$ cat config.mk
export PLATFORM = sky130hd
export DESIGN_NAME = alias_slice_arb
export DESIGN_NICKNAME = d
export VERILOG_FILES = /design/src/rtl/alias_slice_arb.sv
export SDC_FILE = /design/constraint.sdc
export NUM_CORES = 1
export LEC_CHECK = 0
export CAP_MARGIN = 20
export CORE_MARGIN = 5
export CORE_UTILIZATION = 30
export CTS_CLUSTER_SIZE = 25
export DETAILED_ROUTE_END_ITERATION = 16
export PLACE_DENSITY = 0.55
export SETUP_SLACK_MARGIN = 0.2
export SLEW_MARGIN = 20
export SYNTH_ARGS = -nofsm -noshare
export SYNTH_HDL_FRONTEND = slang
export SYNTH_SLANG_ARGS = --single-unit
$ cat constraint.sdc
create_clock -name clk -period 3.5 [get_ports clk]
set_clock_uncertainty 0.1 [all_clocks]
set_input_delay 0.875 -clock clk [delete_from_list [all_inputs] [get_ports clk]]
set_output_delay 0.875 -clock clk [all_outputs]
set_load 0.01 [all_outputs]
$ cat src/rtl/alias_slice_arb.sv
// alias_slice_arb: round-robin arbiter granting HOLD-cycle writes of 16-bit slices into one shared 32-bit word
module alias_slice_arb #(
  parameter int NREQ = 3,
  parameter int HOLD = 2
) (
  input  logic                 clk,
  input  logic                 rst,
  input  logic [NREQ-1:0]      req,
  input  logic [NREQ-1:0]      sel_hi,
  input  logic [16*NREQ-1:0]   wdata,
  output logic [NREQ-1:0]      gnt,
  output logic [31:0]          word_q,
  output logic                 busy,
  output logic                 done,
  output logic                 abort
);
  localparam int W = (NREQ > 2) ? 2 : 1;
  typedef enum logic {IDLE, GRANT} state_t;
  state_t         state;
  logic [W-1:0]   rr_ptr, win, pick, idx, nxt;
  logic [3:0]     cnt;
  // first requesting index at or above rr_ptr, wrapping; scanned high-to-low so the nearest wins
  always_comb begin
    pick = '0;
    idx  = '0;
    for (int k = NREQ - 1; k >= 0; k--) begin
      idx = W'((int'(rr_ptr) + k) % NREQ);
      if (req[idx]) pick = idx;
    end
  end
  assign nxt  = (win == W'(NREQ - 1)) ? '0 : win + 1'b1;
  assign busy = (state == GRANT);
  // arbitration, hold countdown, commit or abort of the current transaction
  always_ff @(posedge clk) begin
    if (rst) begin
      state  <= IDLE;
      rr_ptr <= '0;
      win    <= '0;
      cnt    <= '0;
      gnt    <= '0;
      word_q <= '0;
      done   <= 1'b0;
      abort  <= 1'b0;
    end else begin
      done  <= 1'b0;
      abort <= 1'b0;
      if (state == IDLE) begin
        if (|req) begin
          state <= GRANT;
          win   <= pick;
          gnt   <= NREQ'(1) << pick;
          cnt   <= 4'(HOLD - 1);
        end
      end else if (!req[win]) begin
        abort  <= 1'b1;
        gnt    <= '0;
        rr_ptr <= nxt;
        state  <= IDLE;
      end else if (cnt != 4'd0) begin
        cnt <= cnt - 4'd1;
      end else begin
        done   <= 1'b1;
        gnt    <= '0;
        rr_ptr <= nxt;
        state  <= IDLE;
        if (sel_hi[win]) word_q[31:16] <= wdata[16*win +: 16];
        else word_q[15:0] <= wdata[16*win +: 16];
      end
    end
  end
endmodule

* Yosys cells after proc, flatten, opt, wreduce, memory -nomap -nowiden
Index checks and enable logic that the tools add are counted.
** Storage, ports and cells
- Register bits :: 46
- Bits in latches :: 0
- RAM bits :: 0
- Memory bits (read-only) :: 0
- Input bits :: 56
- Output and inout port bits :: 38
- Logic and storage cells :: 72
- Memories :: 0
** Cells by class
- $add $sub $neg :: 4
- Multiply operators :: 0
- Divide/modulo/power cells :: 3
- Order comparisons :: 4
- Equality and inequality tests :: 5
- Shift operators :: 2
- Mux-type cells :: 30
- Bitwise operators :: 4
- Reduce and logical (&&, ||, !) cells :: 11
** Operators with widths (count)
- remainder unit 32 x 3 -> 32 bit (second input constant) :: 2
- variable part select 48 x 7 -> 16 bit :: 1
- remainder unit 3 x 3 -> 32 bit (second input constant) :: 1
- 2-to-1 mux 4 bit :: 4
- less-than comparator 2 x 3 -> 1 bit (second input constant) :: 4
- 2-to-1 mux 2 bit :: 6
- 2-to-1 mux 3 bit :: 4
- 2-to-1 mux 1 bit :: 11
- binary-select mux 1 bit (select 2 bit) :: 5
- AND reduction 4 bit :: 2
- AND reduction 2 bit :: 3
- OR reduction 3 bit :: 2
- inequality test 2 x 1 -> 1 bit (second input constant) :: 2
- inverter 1 bit :: 4
- nonzero test 4 bit :: 1
- subtractor 4 x 1 -> 4 bit (second input constant) :: 1
- adder 2 x 1 -> 3 bit (second input constant) :: 1
- adder 2 x 2 -> 3 bit (second input constant) :: 1
- inequality test 3 bit (second input constant) :: 1
- AND reduction 3 bit :: 1
- left shift 1 x 2 -> 3 bit (first input constant) :: 1
- adder 2 x 1 -> 2 bit (second input constant) :: 1
- equality test 2 bit (second input constant) :: 1
- inequality test 2 bit (second input constant) :: 1
- 2 further kinds :: 2

* Longest topological paths before layout
- Depth in word-level cells :: 10
- Gate-level depth with buffers :: 8
- Gate-level depth less buffers :: 6

* Worst setup path before layout
No wires, ideal clock.
- Path type :: in2reg
- Start :: input req[0]
- End :: register gnt[1]
- Library setup time :: 0.114 ns
- Arrival time :: 2.100 ns
- Data required time :: 3.286 ns
- Slack :: 1.186 ns
- Stages :: 4
- Path buffers :: 0
- Cell sequence :: or4b_2 -> a211oi_1 -> nor4_1 -> a21o_1
** On the way
- Longest elaborated chain between the ends :: 8
- Elaborated cells between the ends (all ways) :: 19
- Those cells by class :: eq/ne (1); shift (1); mux (14); reduce/logical (3)
** Ends and longest elaborated chain
- start, declared :: RTL line 8 : input logic [NREQ-1:0] req,
- binary-select mux 1 bit (select 2 bit) :: RTL line 28 : if (req[idx]) pick = idx;
- 2-to-1 mux 1 bit (not written as such) :: RTL line 28
- 2-to-1 mux 2 bit (3 in a row) :: RTL line 28
- left shift 1 x 2 -> 3 bit :: RTL line 51 : gnt <= NREQ'(1) << pick;
- 2-to-1 mux 3 bit :: RTL line 48 : if (|req) begin
- 2-to-1 mux 3 bit :: RTL line 47 : if (state == IDLE) begin
- end signal, assigned :: RTL line 51
- end, declared :: RTL line 11 : output logic [NREQ-1:0] gnt,
Several ways; a longest one is shown, not always the timed one. The select of a mux whose other input is x is not followed.
A chain may end at the register's enable or synchronous reset.

* Final worst setup path
- Start :: input req[2]
- End :: register word_q[18]
** On the way
- Longest elaborated chain between the ends :: 3
** Ends and longest elaborated chain
- binary-select mux 1 bit (select 2 bit) :: RTL line 54 : end else if (!req[win]) begin
- 2-to-1 mux 1 bit (not written as such) :: RTL line 54
- AND reduction 4 bit (no line)
- end signal, assigned :: RTL line 66 : if (sel_hi[win]) word_q[31:16] <= wdata[16*win +: 16];
- end, declared :: RTL line 12 : output logic [31:0] word_q,
No other way between the ends. The select of a mux whose other input is x is not followed.

==> flow_summary_export.csv <==
group,metric,value,unit
clock_tree,holdBufCountCts,0,
clock_tree,clkLatencyLatePin,0.29,ns
timing,timing.final.crit_share,78.1,%
floorplanning,start_util,31.0,%
synth,yosys_warnings,0,
power,powerDensity,344,nW/um^2
global_route,grt_first_pass_wirelength,11400,um
route,firstDrtPassIters,4,
job,cap_viol_max_count,0,
worst_setup_path,regToRegEndpoint,"word_q[18]$_SDFFE_PP0P_",
floorplanning,rows,32,
floorplanning,die_area,9930,um^2
place,placed_cells,454,
route,drt_iter0_markers,65,
final_layout,finalNonFillerCells,460,
final_layout,antenna_cells,0,
synth,synth_seq_cells,46,
synth,syn_inst,270,
clock_tree,clock_path_buffers,2,
floorplanning,io_pins,94,
timing,fin_crit,2.73,ns
synth,synth_top_area_share,38.2,%
final_layout,regArea,921,um^2
place,place_hpwl,5270,um
worst_setup_path,cp_max_fo,11,
worst_setup_path,rr_startpoint,"win[1]$_SDFFE_PP0P_",
synth,syn-num-nets,331,
timing,tightest_slew,0.702,ns
worst_setup_path,criticalPathCategory,"in2reg",
place,gp_congestion,0.765,
route,drc,0,
route,postRouteAntennaNets,0,
synth,ys_types,42,
timing,timing.final.max_slew_violations,0,
timing,grt_setup_unrepaired,"no",
final_layout,syn_to_final_growth,46.1,%
worst_setup_path,reg2reg_slack,0.95,ns
floorplanning,core_area,7770,um^2
final_layout,fillerInstances,777,
floorplanning,die_h,99.6,um
clock_tree,cts.sinks,46,
clock_tree,path_clk_slew,0.08,ns
clock_tree,htree_levels,2,
final_layout,final_common_cell,"clkdlybuf4s50_1",
worst_setup_path,cp.required,3.56,ns
worst_hold_path,hp-start,"word_q[16]$_SDFFE_PP0P_",
place,port_buffers,93,
worst_hold_path,hold_depth,2,
synth,yosysSeqAreaShare,38.2,%
timing,hold_viol,0,
floorplanning,die_width,99.6,um
synth,yosysTopAreaCell,"dfxtp_1",
power,leakage,1.44,nW
final_layout,layout.nets,420,
clock_tree,cts_buffers,5,
clock_tree,ctsRootBufferMaster,"clkbuf_8",
timing,tns,0,ns
final_layout,final_layout_size_suffix_gt1_share,4.75,%
final_layout,multiInputGateArea,1370,um^2
global_route,track_usage,14.3,%
final_layout,mostFrequentLayoutCells,"clkdlybuf4s50_1 (93), mux2i_1 (52), dfxtp_1 (46)",
synth,syn_area_per_cell,8.93,um^2
global_route,grt_pass1_vias,2232,
global_route,grt_overflow,0,
final_layout,final_util,45.3,%
worst_setup_path,critPathCaptureType,"register",
clock_tree,cts_tree,"built",
synth,synth_area_leaders,"dfxtp_1 (38%), mux2i_1 (22%), nand2_1 (5.5%)",
worst_setup_path,critPathArrivalTime,2.80,ns
clock_tree,post_cts_buffers,0,
worst_setup_path,reg2reg_depth,5,
timing,setup_viol,0,
global_route,antenna_found_initial,0,
route,viasPerCell,4.84,
timing,relSlewSlack,52.0,%
global_route,grt_start_max_net_pins,31,
synth,synth_area,2410,um^2
clock_tree,cts_resized,0,
power,irDropWorstVdd,0.171,mV
run_status,status,"completed",
worst_setup_path,critPathLaunchType,"input port",
route,wl,6920,um
route,wl_per_cell,15.0,um
worst_hold_path,holdPathEnd,"word_q[16]$_SDFFE_PP0P_",
route,route.vias.total,2227,
worst_hold_path,hold_path.class,"reg2reg",
timing,max_freq,366,MHz
[cell usage after synthesis]
| master | n |
|---|---|
| a2111oi_0 | 1 |
| a211oi_1 | 3 |
| a21boi_0 | 1 |
| a21o_1 | 1 |
| a21oi_1 | 6 |
| a2bb2oi_2 | 1 |
| a311oi_1 | 1 |
| a31oi_1 | 2 |
| and2_1 | 16 |
| and2b_1 | 1 |
| buf_1 | 1 |
| buf_2 | 2 |
| buf_6 | 3 |
| clkbuf_1 | 11 |
| clkinv_1 | 1 |
| dfxtp_1 | 46 |
| ha_1 | 5 |
| inv_1 | 8 |
| mux2i_1 | 52 |
| nand2_1 | 35 |
| nand2b_1 | 2 |
| nand3_1 | 1 |
| nand3b_1 | 1 |
| nand4_1 | 1 |
| nand4_4 | 1 |
| nor2_1 | 18 |
| nor3_1 | 4 |
| nor3b_2 | 1 |
| nor4_1 | 1 |
| o2111a_1 | 1 |
| o2111ai_1 | 2 |
| o211a_1 | 1 |
| o211ai_1 | 4 |
| o21a_1 | 1 |
| o21ai_0 | 22 |
| o21ai_1 | 1 |
| o2bb2ai_1 | 1 |
| o31ai_1 | 2 |
| or2_2 | 1 |
| or3_1 | 3 |
| or4_1 | 3 |
| or4b_2 | 1 |
[cell families (layout without fill, tap and decap cells)]
family | Yosys count | count (layout) | synth area share, %
and+or+nand+nor | 90 | 90 | 18.9
muxes | 52 | 52 | 21.6
AOI/OAI and AO/OA | 51 | 51 | 13.6
DFF | 46 | 46 | 38.2
buffers and inverters | 26 | 114 | 5.09
adders and majority gates | 5 | 5 | 2.60
[worst max-delay path, cell delays in order]
cell	delay (ns)
clkdlybuf4s50_1	0.54
mux2i_1	0.14
o21a_1	0.30
or3_1	0.57
buf_12	0.23
mux2i_1	0.13
[metal layers]
layer | global-route usage, % | part of all wire, %
met5 | 0 | 0
met4 | 3.78 | 1.2
met3 | 3.72 | 6.5
met2 | 23.3 | 46
met1 | 18.9 | 47
[how the worst max path moves through the flow]
stage	startpoint	endpoint	slack [ns]
finish	req[2]	word_q[18]$_SDFFE_PP0P_	0.77
global route	req[2]	word_q[0]$_SDFFE_PP0P_	0.62
CTS	req[2]	word_q[18]$_SDFFE_PP0P_	0.77
detailed placement	req[2]	word_q[18]$_SDFFE_PP0P_	0.45
global placement	req[2]	word_q[5]$_SDFFE_PP0P_	0.51
floorplan	req[0]	gnt[1]$_SDFFE_PP0P_	1.19
[layout make-up]
cell class | count | area share, %
multi-input cells | 198 | 38.8
repair buffers | 99 | 28.1
flip-flops and latches | 46 | 26.2
well taps | 102 | 3.63
clock buffers | 6 | 2.35
inverters | 9 | 0.960
[flip-flops by register name, indices dropped and copies added (netlist names)]
name,flops
done,1
busy,1
word_q,32
abort,1
rr_ptr,2
gnt,3
cnt,4
win,2
[stage by stage]
| stage | setup WS, ns | total power, mW | cell area (um^2) | hold WS (ns) |
|---|---|---|---|---|
| 2_1_floorplan | 1.19 | 0.756 | 2410 | 0.367 |
| 3_3_place_gp | 0.509 | 0.904 | 3440 | 0.345 |
| 3_5_place_dp | 0.453 | 0.905 | 3440 | 0.352 |
| 4_1_cts | 0.766 | 1.23 | 3520 | 0.364 |
| 5_1_grt | 0.618 | 1.29 | 3520 | 0.386 |
| 6_report | 0.767 | 1.21 | 3520 | 0.360 |
[power by group]
part           total (mW)  internal, mW  switching [mW]
combinational       0.321         0.167           0.154
clock               0.320         0.153           0.167
sequential          0.571         0.549          0.0219
No activity file was read; power rests on OpenSTA's default activity.
